--- config.mk ---
export PLATFORM = sky130hd
export DESIGN_NAME = mdu_ctrl_flat
export DESIGN_NICKNAME = d
export VERILOG_FILES = /design/src/rtl/mdu_pkg.sv /design/src/rtl/mdu_ctrl_if.sv /design/src/rtl/mdu_cmd_fifo.sv /design/src/rtl/mdu_ctrl.sv /design/src/flat_wrapper.sv
export SDC_FILE = /design/constraint.sdc
export NUM_CORES = 1
export LEC_CHECK = 0
export BUFFER_PORTS_ARGS = -buffer_cell sky130_fd_sc_hd__buf_2
export CAP_MARGIN = 10
export CORE_ASPECT_RATIO = 0.7
export CORE_MARGIN = 2
export CORE_UTILIZATION = 40
export DETAILED_ROUTE_END_ITERATION = 10
export PLACE_DENSITY = 0.7
export SLEW_MARGIN = 20
export SYNTH_ARGS = -nofsm -noshare
export SYNTH_HDL_FRONTEND = slang
export SYNTH_SLANG_ARGS = --single-unit
--- constraint.sdc ---
create_clock -name clk -period 5.57 [get_ports clk]
set_clock_uncertainty 0.05 [all_clocks]
set_input_delay 0.557 -clock clk [delete_from_list [all_inputs] [get_ports clk]]
set_output_delay 0.557 -clock clk [all_outputs]
set_load 0.02 [all_outputs]
--- src/rtl/mdu_pkg.sv ---
// Shared types for the MDU issue controller: command encoding, MDU op codes,
// controller FSM states and the queued request record.
package mdu_pkg;

   // E-stage command encoding; bit 2 clear marks the long (mult/div) group
   typedef enum logic [2:0] {
      CMD_MULT  = 3'd0,
      CMD_MULTU = 3'd1,
      CMD_DIV   = 3'd2,
      CMD_DIVU  = 3'd3,
      CMD_MTHI  = 3'd4,
      CMD_MTLO  = 3'd5,
      CMD_MFHI  = 3'd6,
      CMD_MFLO  = 3'd7
   } cmd_e;

   // Op codes understood by the MDU on mdu_start
   localparam logic [2:0] MDU_MULT  = 3'd0;
   localparam logic [2:0] MDU_MULTU = 3'd1;
   localparam logic [2:0] MDU_DIV   = 3'd2;
   localparam logic [2:0] MDU_DIVU  = 3'd3;

   // IDLE issues from the queue, WAIT blocks until the MDU drops busy
   typedef enum logic {
      ST_IDLE = 1'b0,
      ST_WAIT = 1'b1
   } state_e;

   // One queue entry: command plus both operands (67 bits)
   typedef struct packed {
      cmd_e        cmd;
      logic [31:0] a;
      logic [31:0] b;
   } mdu_req_t;

   localparam int REQ_W = $bits(mdu_req_t);

   // Long operations occupy the MDU for several cycles
   function automatic logic is_long_op(cmd_e c);
      return (c == CMD_MULT) || (c == CMD_MULTU) || (c == CMD_DIV) || (c == CMD_DIVU);
   endfunction

endpackage

--- src/rtl/mdu_ctrl_if.sv ---
// Bus bundle between the E stage, the issue controller and the MDU.
// slave: the controller's view; master: the surrounding pipeline/MDU view.
interface mdu_ctrl_if;
   logic        req_valid;
   logic        req_ready;
   logic [2:0]  req_cmd;
   logic [31:0] req_a;
   logic [31:0] req_b;
   logic        flush;
   logic        mdu_start;
   logic [2:0]  mdu_op;
   logic [31:0] mdu_a;
   logic [31:0] mdu_b;
   logic        mdu_hi_write;
   logic        mdu_lo_write;
   logic        mdu_busy;
   logic [31:0] mdu_hi;
   logic [31:0] mdu_lo;
   logic        rd_valid;
   logic [31:0] rd_data;
   logic        pending;

   modport slave (
      input  req_valid, req_cmd, req_a, req_b, flush,
      input  mdu_busy, mdu_hi, mdu_lo,
      output req_ready,
      output mdu_start, mdu_op, mdu_a, mdu_b, mdu_hi_write, mdu_lo_write,
      output rd_valid, rd_data, pending
   );

   modport master (
      output req_valid, req_cmd, req_a, req_b, flush,
      output mdu_busy, mdu_hi, mdu_lo,
      input  req_ready,
      input  mdu_start, mdu_op, mdu_a, mdu_b, mdu_hi_write, mdu_lo_write,
      input  rd_valid, rd_data, pending
   );
endinterface

--- src/rtl/mdu_cmd_fifo.sv ---
// In-order command queue. DEPTH must be a power of two so the pointers wrap
// for free; the occupancy counter spans 0..DEPTH inclusive.
module mdu_cmd_fifo #(
   parameter  int DEPTH = 2,
   parameter  int W     = 67,
   localparam int AW    = $clog2(DEPTH),
   localparam int CW    = $clog2(DEPTH + 1)
) (
   input  logic          clk,
   input  logic          reset,
   input  logic          push,
   input  logic          pop,
   input  logic          flush,
   input  logic [W-1:0]  din,
   output logic [W-1:0]  dout,
   output logic          full,
   output logic          empty,
   output logic [CW-1:0] count
);

   logic [DEPTH-1:0][W-1:0] mem;
   logic [AW-1:0]           wr_ptr;
   logic [AW-1:0]           rd_ptr;
   logic [CW-1:0]           cnt;
   logic                    do_push;
   logic                    do_pop;

   // Guard locally so a stray push when full or a pop when empty is harmless;
   // flush overrides both.
   assign do_push = push && !full  && !flush;
   assign do_pop  = pop  && !empty && !flush;

   // Pointer and occupancy bookkeeping; flush empties the queue on the edge
   always_ff @(posedge clk) begin
      if (reset || flush) begin
         wr_ptr <= '0;
         rd_ptr <= '0;
         cnt    <= '0;
      end else begin
         if (do_push) wr_ptr <= wr_ptr + AW'(1);
         if (do_pop)  rd_ptr <= rd_ptr + AW'(1);
         case ({do_push, do_pop})
            2'b10:   cnt <= cnt + CW'(1);
            2'b01:   cnt <= cnt - CW'(1);
            default: cnt <= cnt;
         endcase
      end
   end

   // Entry storage; data needs no reset since occupancy gates its use
   always_ff @(posedge clk) begin
      if (do_push) mem[wr_ptr] <= din;
   end

   assign dout  = mem[rd_ptr];
   assign full  = (cnt == CW'(DEPTH));
   assign empty = (cnt == '0);
   assign count = cnt;

endmodule

--- src/rtl/mdu_ctrl.sv ---
// Issue controller between the E stage and the multiply/divide unit.
// Commands are queued in order and issued one per cycle from IDLE; a long
// op parks the FSM in WAIT until the MDU reports not-busy, so any HI/LO
// access behind it sees the updated registers. MDU drive is combinational
// from the queue head; MFHI/MFLO data is registered and pulsed on rd_valid.
module mdu_ctrl
   import mdu_pkg::*;
#(
   parameter int DEPTH = 2
) (
   input logic       clk,
   input logic       reset,
   mdu_ctrl_if.slave bus
);

   localparam int CW = $clog2(DEPTH + 1);

   state_e        state;
   mdu_req_t      in_req;
   mdu_req_t      head;
   logic          full;
   logic          empty;
   logic [CW-1:0] count;
   logic          req_ready;
   logic          push;
   logic          pop;
   logic          rd_valid_q;
   logic [31:0]   rd_data_q;

   logic          start;
   logic [2:0]    op;
   logic [31:0]   op_a;
   logic [31:0]   op_b;
   logic          hi_wr;
   logic          lo_wr;

   assign in_req    = '{cmd: cmd_e'(bus.req_cmd), a: bus.req_a, b: bus.req_b};
   assign req_ready = !full && !bus.flush;
   assign push      = bus.req_valid && req_ready;
   // The head only leaves the queue from IDLE, and never in a flush cycle
   assign pop       = (state == ST_IDLE) && !empty && !bus.flush;

   mdu_cmd_fifo #(
      .DEPTH (DEPTH),
      .W     (REQ_W)
   ) u_fifo (
      .clk   (clk),
      .reset (reset),
      .push  (push),
      .pop   (pop),
      .flush (bus.flush),
      .din   (in_req),
      .dout  (head),
      .full  (full),
      .empty (empty),
      .count (count)
   );

   // Issue decode: exactly one strobe for the popped command, zeros otherwise
   always_comb begin
      start = 1'b0;
      op    = MDU_MULT;
      op_a  = '0;
      op_b  = '0;
      hi_wr = 1'b0;
      lo_wr = 1'b0;
      if (pop) begin
         case (head.cmd)
            CMD_MULT:  begin start = 1'b1; op = MDU_MULT;  op_a = head.a; op_b = head.b; end
            CMD_MULTU: begin start = 1'b1; op = MDU_MULTU; op_a = head.a; op_b = head.b; end
            CMD_DIV:   begin start = 1'b1; op = MDU_DIV;   op_a = head.a; op_b = head.b; end
            CMD_DIVU:  begin start = 1'b1; op = MDU_DIVU;  op_a = head.a; op_b = head.b; end
            CMD_MTHI:  begin hi_wr = 1'b1; op_a = head.a; end
            CMD_MTLO:  begin lo_wr = 1'b1; op_a = head.a; end
            default:   ; // MFHI/MFLO only touch the read-data register
         endcase
      end
   end

   // Issue FSM plus the registered read-data return path
   always_ff @(posedge clk) begin
      if (reset) begin
         state      <= ST_IDLE;
         rd_valid_q <= 1'b0;
         rd_data_q  <= '0;
      end else begin
         rd_valid_q <= 1'b0;
         case (state)
            ST_IDLE: begin
               if (pop) begin
                  if (is_long_op(head.cmd)) begin
                     state <= ST_WAIT;
                  end else if (head.cmd == CMD_MFHI) begin
                     rd_data_q  <= bus.mdu_hi;
                     rd_valid_q <= 1'b1;
                  end else if (head.cmd == CMD_MFLO) begin
                     rd_data_q  <= bus.mdu_lo;
                     rd_valid_q <= 1'b1;
                  end
               end
            end
            ST_WAIT: begin
               // The exit cycle itself never issues; IDLE picks up next cycle
               if (!bus.mdu_busy) state <= ST_IDLE;
            end
            default: state <= ST_IDLE;
         endcase
      end
   end

   assign bus.req_ready    = req_ready;
   assign bus.mdu_start    = start;
   assign bus.mdu_op       = op;
   assign bus.mdu_a        = op_a;
   assign bus.mdu_b        = op_b;
   assign bus.mdu_hi_write = hi_wr;
   assign bus.mdu_lo_write = lo_wr;
   assign bus.rd_valid     = rd_valid_q;
   assign bus.rd_data      = rd_data_q;
   // D-stage stall: anything queued or a long op still running
   assign bus.pending      = (state == ST_WAIT) || (count != '0);

endmodule
--- src/flat_wrapper.sv ---
// flat-port wrapper written by rule: the top's interface ports become plain ports
module mdu_ctrl_flat import mdu_pkg::*;
#(
   parameter int DEPTH = 2
)
  (clk, reset, bus_req_valid, bus_req_cmd, bus_req_a, bus_req_b, bus_flush, bus_mdu_busy, bus_mdu_hi, bus_mdu_lo, bus_req_ready, bus_mdu_start, bus_mdu_op, bus_mdu_a, bus_mdu_b, bus_mdu_hi_write, bus_mdu_lo_write, bus_rd_valid, bus_rd_data, bus_pending);
  mdu_ctrl_if bus_i ();
  input logic clk;
  input logic reset;
  input wire logic [$bits(bus_i.req_valid)-1:0] bus_req_valid;
  input wire logic [$bits(bus_i.req_cmd)-1:0] bus_req_cmd;
  input wire logic [$bits(bus_i.req_a)-1:0] bus_req_a;
  input wire logic [$bits(bus_i.req_b)-1:0] bus_req_b;
  input wire logic [$bits(bus_i.flush)-1:0] bus_flush;
  input wire logic [$bits(bus_i.mdu_busy)-1:0] bus_mdu_busy;
  input wire logic [$bits(bus_i.mdu_hi)-1:0] bus_mdu_hi;
  input wire logic [$bits(bus_i.mdu_lo)-1:0] bus_mdu_lo;
  output wire logic [$bits(bus_i.req_ready)-1:0] bus_req_ready;
  output wire logic [$bits(bus_i.mdu_start)-1:0] bus_mdu_start;
  output wire logic [$bits(bus_i.mdu_op)-1:0] bus_mdu_op;
  output wire logic [$bits(bus_i.mdu_a)-1:0] bus_mdu_a;
  output wire logic [$bits(bus_i.mdu_b)-1:0] bus_mdu_b;
  output wire logic [$bits(bus_i.mdu_hi_write)-1:0] bus_mdu_hi_write;
  output wire logic [$bits(bus_i.mdu_lo_write)-1:0] bus_mdu_lo_write;
  output wire logic [$bits(bus_i.rd_valid)-1:0] bus_rd_valid;
  output wire logic [$bits(bus_i.rd_data)-1:0] bus_rd_data;
  output wire logic [$bits(bus_i.pending)-1:0] bus_pending;
  assign bus_i.req_valid = bus_req_valid;
  assign bus_i.req_cmd = bus_req_cmd;
  assign bus_i.req_a = bus_req_a;
  assign bus_i.req_b = bus_req_b;
  assign bus_i.flush = bus_flush;
  assign bus_i.mdu_busy = bus_mdu_busy;
  assign bus_i.mdu_hi = bus_mdu_hi;
  assign bus_i.mdu_lo = bus_mdu_lo;
  assign bus_req_ready = bus_i.req_ready;
  assign bus_mdu_start = bus_i.mdu_start;
  assign bus_mdu_op = bus_i.mdu_op;
  assign bus_mdu_a = bus_i.mdu_a;
  assign bus_mdu_b = bus_i.mdu_b;
  assign bus_mdu_hi_write = bus_i.mdu_hi_write;
  assign bus_mdu_lo_write = bus_i.mdu_lo_write;
  assign bus_rd_valid = bus_i.rd_valid;
  assign bus_rd_data = bus_i.rd_data;
  assign bus_pending = bus_i.pending;
  mdu_ctrl #(.DEPTH(DEPTH)) u_core (.clk(clk), .reset(reset), .bus(bus_i));
endmodule
Word level (Yosys, flattened, before mapping)
Index checks and enable logic that the tools add are counted.
Storage, ports and cells
  bits in registers: 172
  input bits: 136
  output and inout bits: 105
  logic and storage cells: 80
Cells by class
  add/subtract/negate cells: 4
  order comparisons: 3
  eq/ne operators: 10
  mux-type cells: 26
  bitwise logic cells: 3
  reductions and logical operators: 26
Operators by type and width (count)
  67-bit two-way mux: 3
  32-bit two-way mux: 6
  134-bit bitwise mux: 1
  67-bit demux with 1-bit select: 1
  3-bit == test, second input constant: 4
  1-bit two-way mux: 11
  1-bit logical AND: 9
  4-bit OR reduction: 2
  3-bit by 2-bit == test with 1-bit output, second input constant: 2
  2-bit case mux with 3 select lines: 1
  2-bit nonzero test: 3
  6-bit OR reduction: 1
  1-bit logical OR: 5
  2-bit == test, second input constant: 2
  1-bit by 2-bit < comparator with 1-bit output, second input constant: 2
  2-bit case mux with 2 select lines: 1
  4-bit AND reduction: 1
  3-bit by 1-bit == test with 1-bit output, second input constant: 1
  1-bit zero test: 3
  3-bit zero test: 1
  3-bit two-way mux: 1
  1-bit inverter: 3
  1-bit adder, second input constant: 2
  2-bit by 1-bit adder with 2-bit output, second input constant: 1
  other kinds (5): 5

Logic depth before layout (Yosys ltp)
Gate-level depths: netlist of the first run.
  depth after elaboration: 9
  mapped depth: 7
  depth with buffers taken out: 7

Modules after synthesis
A second synthesis of the first run with hierarchy kept.
Second synthesis, totals
  cells, all modules: 473
  area total of the unflattened synthesis: 7317.0 µm²
By module, submodules not included
  mdu_cmd_fifo: instances 1, cells each 235, area each 5043.6 µm², seq. area each 4103.9 µm²
  mdu_ctrl: instances 1, cells each 238, area each 2273.4 µm², seq. area each 680.7 µm²

Least setup slack after synthesis of the first run
Ideal clock, no wire load.
  path kind: input port to flip-flop
  start point: in bus_flush
  end point: reg u_core.u_fifo.mem[0] (netlist name), enable pin
  library setup time: 492 ps
  arrival time: 3852 ps
  slack: 1175 ps
  cell stages on the path: 3
  path buffers: 1
  path through: buf_2 -> a211o_1 -> nor2_1
On the way
  word-level cells in the longest chain between the ends: 5
Ends and longest elaborated chain
  start, declared: line flat_wrapper.sv:14  | input wire logic [$bits(bus_i.flush)-1:0] bus_flush;
  1-bit zero test (*): line mdu_cmd_fifo.sv:30, mdu_ctrl.sv:38
  1-bit logical AND: line mdu_ctrl.sv:38  | assign req_ready = !full && !bus.flush;
  1-bit logical AND: line mdu_ctrl.sv:39  | assign push = bus.req_valid && req_ready;
  1-bit logical AND: line mdu_cmd_fifo.sv:30  | assign do_push = push && !full && !flush;
  1-bit logical AND (*): line mdu_cmd_fifo.sv:30
  end signal, assigned by index: line mdu_cmd_fifo.sv:52  | if (do_push) mem[wr_ptr] <= din;
  end, declared: line mdu_cmd_fifo.sv:21  | logic [DEPTH-1:0][W-1:0] mem;
Mark *: on every way between the ends. The rest lies on a longest branch, timed or not.
A chain may end at the register's enable or synchronous reset.

Worst setup path in the final report of the first run
  start point: reg u_core.u_fifo.rd_ptr
  end point: out bus_mdu_b[23]
On the way
  word-level cells in the longest chain between the ends: 6
  elaborated cells on any way between the ends: 9
Ends and longest elaborated chain
  start, declared: line mdu_cmd_fifo.sv:23  | logic [AW-1:0] rd_ptr;
  start signal, assigned: line mdu_cmd_fifo.sv:41  | if (do_pop) rd_ptr <= rd_ptr + AW'(1);
  67-bit two-way mux (not written as such) (*) (2 in series): line mdu_cmd_fifo.sv:55  | assign dout = mem[rd_ptr];
  3-bit by 2-bit == test with 1-bit output, or another cell as far along: line mdu_ctrl.sv:68  | case (head.cmd)
  4-bit OR reduction (no source line)
  32-bit two-way mux (*): line mdu_ctrl.sv:68
  32-bit two-way mux (*): line mdu_ctrl.sv:67  | if (pop) begin
  end, declared: line flat_wrapper.sv:22  | output wire logic [$bits(bus_i.mdu_b)-1:0] bus_mdu_b;
Mark *: on every way between the ends. The rest lies on a longest branch, timed or not. The select of a mux whose other input is x is not followed.

==> out/qor.txt, run 1 <==
CP required -> 4.96 ns
share of layout cells above drive strength 1 -> 0.4238
# DRC -> 0
Clock Path Buffers -> 2
Syn-to-layout area delta -> 30.25%
CTS tree -> built
crit-path max cell delay -> 0.71 ns
Pwr Density -> 320.5 nW/µm²
design area -> 8631 µm²
die width -> 157.8 µm
pin count of the biggest net entering global routing -> 45
GPL Wtd Cong -> 0.8043
clock sinks -> 172
via count -> 4521
Critical Path Start Type -> flop
gr usage total -> 0.1746
critical-path maximum fanout -> 44
Syn Inst Count -> 439
Hold Fails Final Rpt -> 0
Crit path arrival time -> 2.44 ns
clock latency on the worst-skew pair -> 0.42 ns
Power Total -> 2.766 mW
crit share post-route -> 0.5477
# setup viols final -> 0
setup TNS -> 0 ns
gr ovfl total -> 0
Seq/Total Area, Yosys -> 0.7221
Reg clk slew, reported paths -> 0.06 ns
DR iter-0 viols -> 373
Max VDD drop -> 0.1868 mV
first-pass GRT wire length -> 23.31 mm
Yosys reg bits -> 172
commonest cells after routing, fill and taps aside -> buf_2 (239), edfxtp_1 (134), mux2i_1 (66)
number of iterations in the first detailed-routing pass -> 4
Port Buf Inserts -> 239
Root Driver -> clkbuf_16
static leakage -> 3.391 nW
row cnt -> 39
Initial Utilization -> 0.4078
slowest CP cell -> buf_4
I/O pin cnt -> 241
Worst-Margin Slew -> 0.7961 ns
HP Class -> primary input to flop
outcome -> completed
Slew HR -> 0.4693
Mapped Nets -> 576
Hold Buf Count CTS -> 0
crit-path cells -> buf_4 -> mux2i_1 -> nor2_1 -> buf_2
CTS H-Tree Depth -> 4
post-DP HPWL -> 10.87 mm
Ys Warns -> 0
nets -> 813
Num CTS Buffers -> 17
RSZ-0062 raised after global routing -> no
Die Ht -> 111.7 µm
post-CTS setup buffer count -> 0
vias per cell -> 4.941
post-route ant nets -> 0
most common cell after layout, fill and taps aside -> buf_2
die area -> 17630 µm²
area of the core -> 16250 µm²
Setup crit end kind -> output port
initial antenna violation count -> 1
post-cts resize count -> 0
Post-Synthesis Cell Area -> 6626 µm²
Max Freq -> 327.8 MHz
critical path type -> flop to output port
WL/cell -> 16.91 µm
Max Cap Viol -> 0
vias in the first global route -> 4467
max-slew violation count -> 0
Placed Area -> 8016 µm²
overall routed net length -> 15.48 mm
Yosys cell types -> 33
Min Clock Period, post-route -> 3.050 ns
Avg Inst Size Synth -> 15.09 µm²
pre-CTS WS -> 2.689 ns
post-route worst setup slack -> 2.520 ns
==> worst max-delay path, delay by kind of cell, from the launching register on <==
kind / cells / cell delay [ns]
flip-flops: 1 / 0.66
multiplexers: 1 / 0.34
AND/OR/NAND/NOR: 1 / 0.07
buffers and inverters: 2 / 0.88
==> routing by layer <==
layer  wire length, µm  GRT usage  vias up
li1                  -          -     2136
met1              7168     0.2482     2186
met2              7004     0.2591      185
met3              1141    0.05216       14
met4               161    0.05333        0
met5                 0          0        -
==> cells in the mapped netlist <==
| cell | number | area [µm²] |
|---|---|---|
| edfxtp_1 | 134 | 4024 |
| mux2i_1 | 66 | 660.6 |
| nor2_1 | 61 | 229.0 |
| dfxtp_1 | 38 | 760.7 |
| o22ai_1 | 32 | 200.2 |
| o2bb2ai_1 | 31 | 271.5 |
| buf_2 | 17 | 85.08 |
| nor2_2 | 10 | 62.56 |
| clkbuf_1 | 6 | 22.52 |
| inv_1 | 6 | 22.52 |
| buf_6 | 4 | 45.04 |
| nand2_1 | 4 | 15.01 |
| nor3_1 | 4 | 20.02 |
| xnor2_1 | 4 | 35.03 |
| a21oi_1 | 3 | 15.01 |
| and3_1 | 2 | 12.51 |
| a211o_1 | 1 | 8.760 |
| a2bb2o_1 | 1 | 10.01 |
| a32o_1 | 1 | 10.01 |
| buf_1 | 1 | 3.750 |
| buf_4 | 1 | 7.510 |
| conb_1 | 1 | 3.750 |
| ha_1 | 1 | 12.51 |
| mux2_2 | 1 | 11.26 |
| nand3_1 | 1 | 5.000 |
| nand3b_1 | 1 | 7.510 |
| nand4b_1 | 1 | 8.760 |
| nor3_4 | 1 | 16.27 |
| o21ai_1 | 1 | 5.000 |
| o31ai_2 | 1 | 12.51 |
| or3_1 | 1 | 6.260 |
| or4_1 | 1 | 7.510 |
| xor2_1 | 1 | 8.760 |
==> path summary, 6_finish.rpt <==
path / from / endpoint / slack, ns / cells past startpoint
min reg2reg: u_core.bus.rd_data[0]$_SDFFE_PP0P_ / u_core.bus.rd_data[0]$_SDFFE_PP0P_ / 0.41 / 1
min: bus_req_b[0] / u_core.u_fifo.mem[0]$_DFFE_PP_ / 0.27 / 1
max: u_core.u_fifo.rd_ptr$_SDFFE_PP0P_ / bus_mdu_b[23] / 2.52 / 4
max reg2reg: u_core.u_fifo.count[0]$_SDFFE_PP0P_ / u_core.u_fifo.mem[22]$_DFFE_PP_ / 2.96 / 4
==> metrics by stage <==
stage	hold WS, ns	util	cells
after floorplan	0.4315	-	439
after global placement	0.3898	0.4933	880
after detailed placement	0.3934	0.4933	880
after CTS	0.2490	0.5296	912
after global routing	0.2480	0.5310	914
final	0.2720	0.5311	915
==> state kept, by name, summed over array words and instances (netlist names) <==
register / cells
u_core.state: 1
u_core.u_fifo.count: 2
u_core.u_fifo.wr_ptr: 1
u_core.u_fifo.mem: 134
u_core.u_fifo.rd_ptr: 1
u_core.bus.rd_data: 32
u_core.bus.rd_valid: 1
==> power breakdown <==
group	internal, mW	total (mW)	leakage (nW)	switching [mW]
registers	1.42	1.43	1.54	0.0104
clock network	0.702	1.17	0.291	0.472
logic	0.0684	0.166	1.56	0.0973
==> cells by family after synthesis <==
logic type      Yosys count  synth area share
flops                   172            0.7221
simple gates             87           0.05891
compound gates           71           0.08044
mux                      67            0.1014
buf+inv                  35           0.02813
xor+xnor                  5          0.006608
fa+ha+maj                 1          0.001888
other cells               1         0.0005659
==> area by class of cell <==
cell class	instances	area (µm²)
antenna	1	2.502
clock buffer	23	479.2
clock inverter	9	110.1
fill	1390	7619
inverter	6	22.52
multi-input combinational	232	1683
sequential	172	4788
tap	225	281.5
timing repair buffer	247	1264
(Power assumes the default switching activity.)
==> run 2: changes to the inputs <==
--- a/config.mk
+++ b/config.mk
@@ -11,7 +11,7 @@
 export CORE_MARGIN = 2
 export CORE_UTILIZATION = 40
 export DETAILED_ROUTE_END_ITERATION = 10
-export PLACE_DENSITY = 0.7
+export PLACE_DENSITY = 0.72
 export SLEW_MARGIN = 20
 export SYNTH_ARGS = -nofsm -noshare
 export SYNTH_HDL_FRONTEND = slang
==> constraint.sdc (replaced) <==
create_clock -name clk -period 2.8 [get_ports clk]
set_clock_uncertainty 0.05 [all_clocks]
set_input_delay 0.28 -clock clk [delete_from_list [all_inputs] [get_ports clk]]
set_output_delay 0.28 -clock clk [all_outputs]
set_load 0.02 [all_outputs]
==> run 2 against run 1 <==
Against the previous run: setup slack got worse by 2.3 ns; non-clock buffer count rose by 67; register-to-register slack got worse by 2.3 ns; critical path type unchanged; combinational power rose by 140%; routed wire length rose by 3.2%; design area rose by 7.6%; sequential power rose by 99%.
==> out/qor.txt, run 2 (synthesis gave the netlist of run 1 again) <==
CP Buf/Inv Count -> 2
share of layout cells above drive strength 1 -> 0.3915
R2R setup slack -> 0.68 ns
FF/Latch Area -> 4788 µm²
Crit. Startpoint -> u_core.u_fifo.mem[66]$_DFFE_PP_
Worst Hold Launch -> bus_req_b[21]
Syn-to-layout area delta -> 40.11%
clock latency on the worst-skew pair -> 0.41 ns
max-slew violation count -> 0
Hold Fails Final Rpt -> 0
overall routed net length -> 15.97 mm
most common cell after layout, fill and taps aside -> buf_2
crit share post-route -> 0.9068
RSZ-0062 raised after global routing -> no
CP required -> 2.47 ns
HP Class -> primary input to flop
layer with the highest usage -> met2
diode count -> 0
first-pass GRT wire length -> 24.36 mm
Max VDD drop -> 0.3389 mV
GPL Wtd Cong -> 0.9126
commonest cells after routing, fill and taps aside -> buf_2 (239), edfxtp_1 (134), mux2i_1 (66)
nets -> 880
initial antenna violation count -> 0
Clock Path Buffers -> 2
gr ovfl total -> 0
vias in the first global route -> 4928
Critical Path Start Type -> flop
outcome -> completed
Largest Register -> u_core.u_fifo.mem
area of the core -> 16250 µm²
critical path depth -> 6
critical-path maximum fanout -> 32
Worst-Margin Slew -> 0.7178 ns
Crit path arrival time -> 2.21 ns
max reg flops -> 134
Layout fillers -> 1266
Root Driver -> clkbuf_16
via count -> 4766
hold depth -> 1
row cnt -> 39
Layout Utilization -> 0.5713
critical path type -> flop to output port
R2R Path End -> u_core.bus.rd_data[19]$_SDFFE_PP0P_
met2 GRT Util -> 0.3116
Max Cap Viol -> 0
post-DP HPWL -> 10.55 mm
post-route ant nets -> 0
Min Clock Period, post-route -> 2.539 ns
# DRC -> 0
Placed Area -> 8084 µm²
pin count of the biggest net entering global routing -> 43
crit-path max cell delay -> 0.42 ns
gr usage total -> 0.1812
met1 Use GR -> 0.2197
I/O pin cnt -> 241
static leakage -> 3.668 nW
cell family with most CP delay -> simple AND/OR/NAND/NOR gates
CTS tree -> built
die width -> 157.8 µm
Port Buf Inserts -> 239
post-placement cell count -> 884
Finished Layout Cells -> 981
Initial Utilization -> 0.4078
vias per cell -> 4.858
slowest CP cell -> or4_1
number of iterations in the first detailed-routing pass -> 4
CTS H-Tree Depth -> 4
design area -> 9284 µm²
clock sinks -> 172
Max Freq -> 393.9 MHz
Slew HR -> 0.5215
Worst setup endpoint -> bus_mdu_a[16]
DR iter-0 viols -> 365
Reg clk slew, reported paths -> 0.06 ns
die area -> 17630 µm²
r2r worst-path depth -> 6
Num CTS Buffers -> 17
crit-path cells -> nand2_1 -> o21ai_1 -> or4_1 -> buf_4 -> nor2_1 -> buf_2
# setup viols final -> 0
Multi-input gate area -> 1685 µm²
Pwr Density -> 582.0 nW/µm²
met3 Use GR -> 0.04982
Setup crit end kind -> output port
post-CTS setup buffer count -> 0
Die Ht -> 111.7 µm
Critical R2R Launch -> u_core.u_fifo.rd_ptr$_SDFFE_PP0P_
WL/cell -> 16.28 µm
-- run 2: cell types whose count changed in the layout (fill, tap and decap cells not counted), sizes merged --
cell	change
inv	+2
dlygate4sd3	+64
buf	+3
diode	-1
bufinv	-2
-- run 2: layout make-up --
type | instances | share of cell area
Clock buffer | 23 | 0.05162
Multi-Input combinational cell | 232 | 0.1815
Tap cell | 225 | 0.03032
Clock inverter | 9 | 0.006739
Sequential cell | 172 | 0.5158
Timing Repair Buffer | 314 | 0.2116
Inverter | 6 | 0.002426
-- run 2: worst min path at each step --
stage                                           to  slack, ns
2_1_floorplan              u_core.state$_SDFF_PP0_       0.30
3_3_place_gp   u_core.bus.rd_data[26]$_SDFFE_PP0P_       0.39
3_5_place_dp    u_core.bus.rd_data[9]$_SDFFE_PP0P_       0.39
4_1_cts            u_core.u_fifo.mem[47]$_DFFE_PP_     0.0001
5_1_grt            u_core.u_fifo.mem[88]$_DFFE_PP_     0.0006
6_report           u_core.u_fifo.mem[21]$_DFFE_PP_       0.03
-- run 2: per-layer routing --
metal	wire, µm	part of all wire	up-vias
li1	-	-	2278
met1	6904	0.43	2309
met2	7953	0.50	159
met3	939	0.059	20
met4	176	0.011	0
met5	0	0	-
-- run 2: timing repair --
action | 4_1_cts | 5_1_grt
hold endpoints to repair | 128 | 0
gates resized for setup | 0 | 1
endpoints found under the setup margin | 0 | 2
hold buffers | 64 | 0
-- run 2: stage by stage --
stage | setup TNS (ns) | hold WS (ns) | setup slack, ns | power [mW]
6_report | 0 | 0.02673 | 0.2610 | 5.404
4_1_cts | 0 | 0.00009859 | 0.1528 | 5.455
3_3_place_gp | 0 | 0.3907 | 0.6860 | 3.206
5_1_grt | 0 | 0.0006045 | 0.1147 | 5.613
2_1_floorplan | -27.45 | 0.2991 | -0.2048 | 3.054
3_5_place_dp | 0 | 0.3913 | 0.6266 | 3.222
-- run 2: power breakdown --
part / switching, mW / internal, mW / leakage, nW
combinational: 0.204 / 0.201 / 1.86
clock: 0.944 / 1.22 / 0.272
sequential: 0.0187 / 2.82 / 1.54
total: 1.17 / 4.24 / 3.67
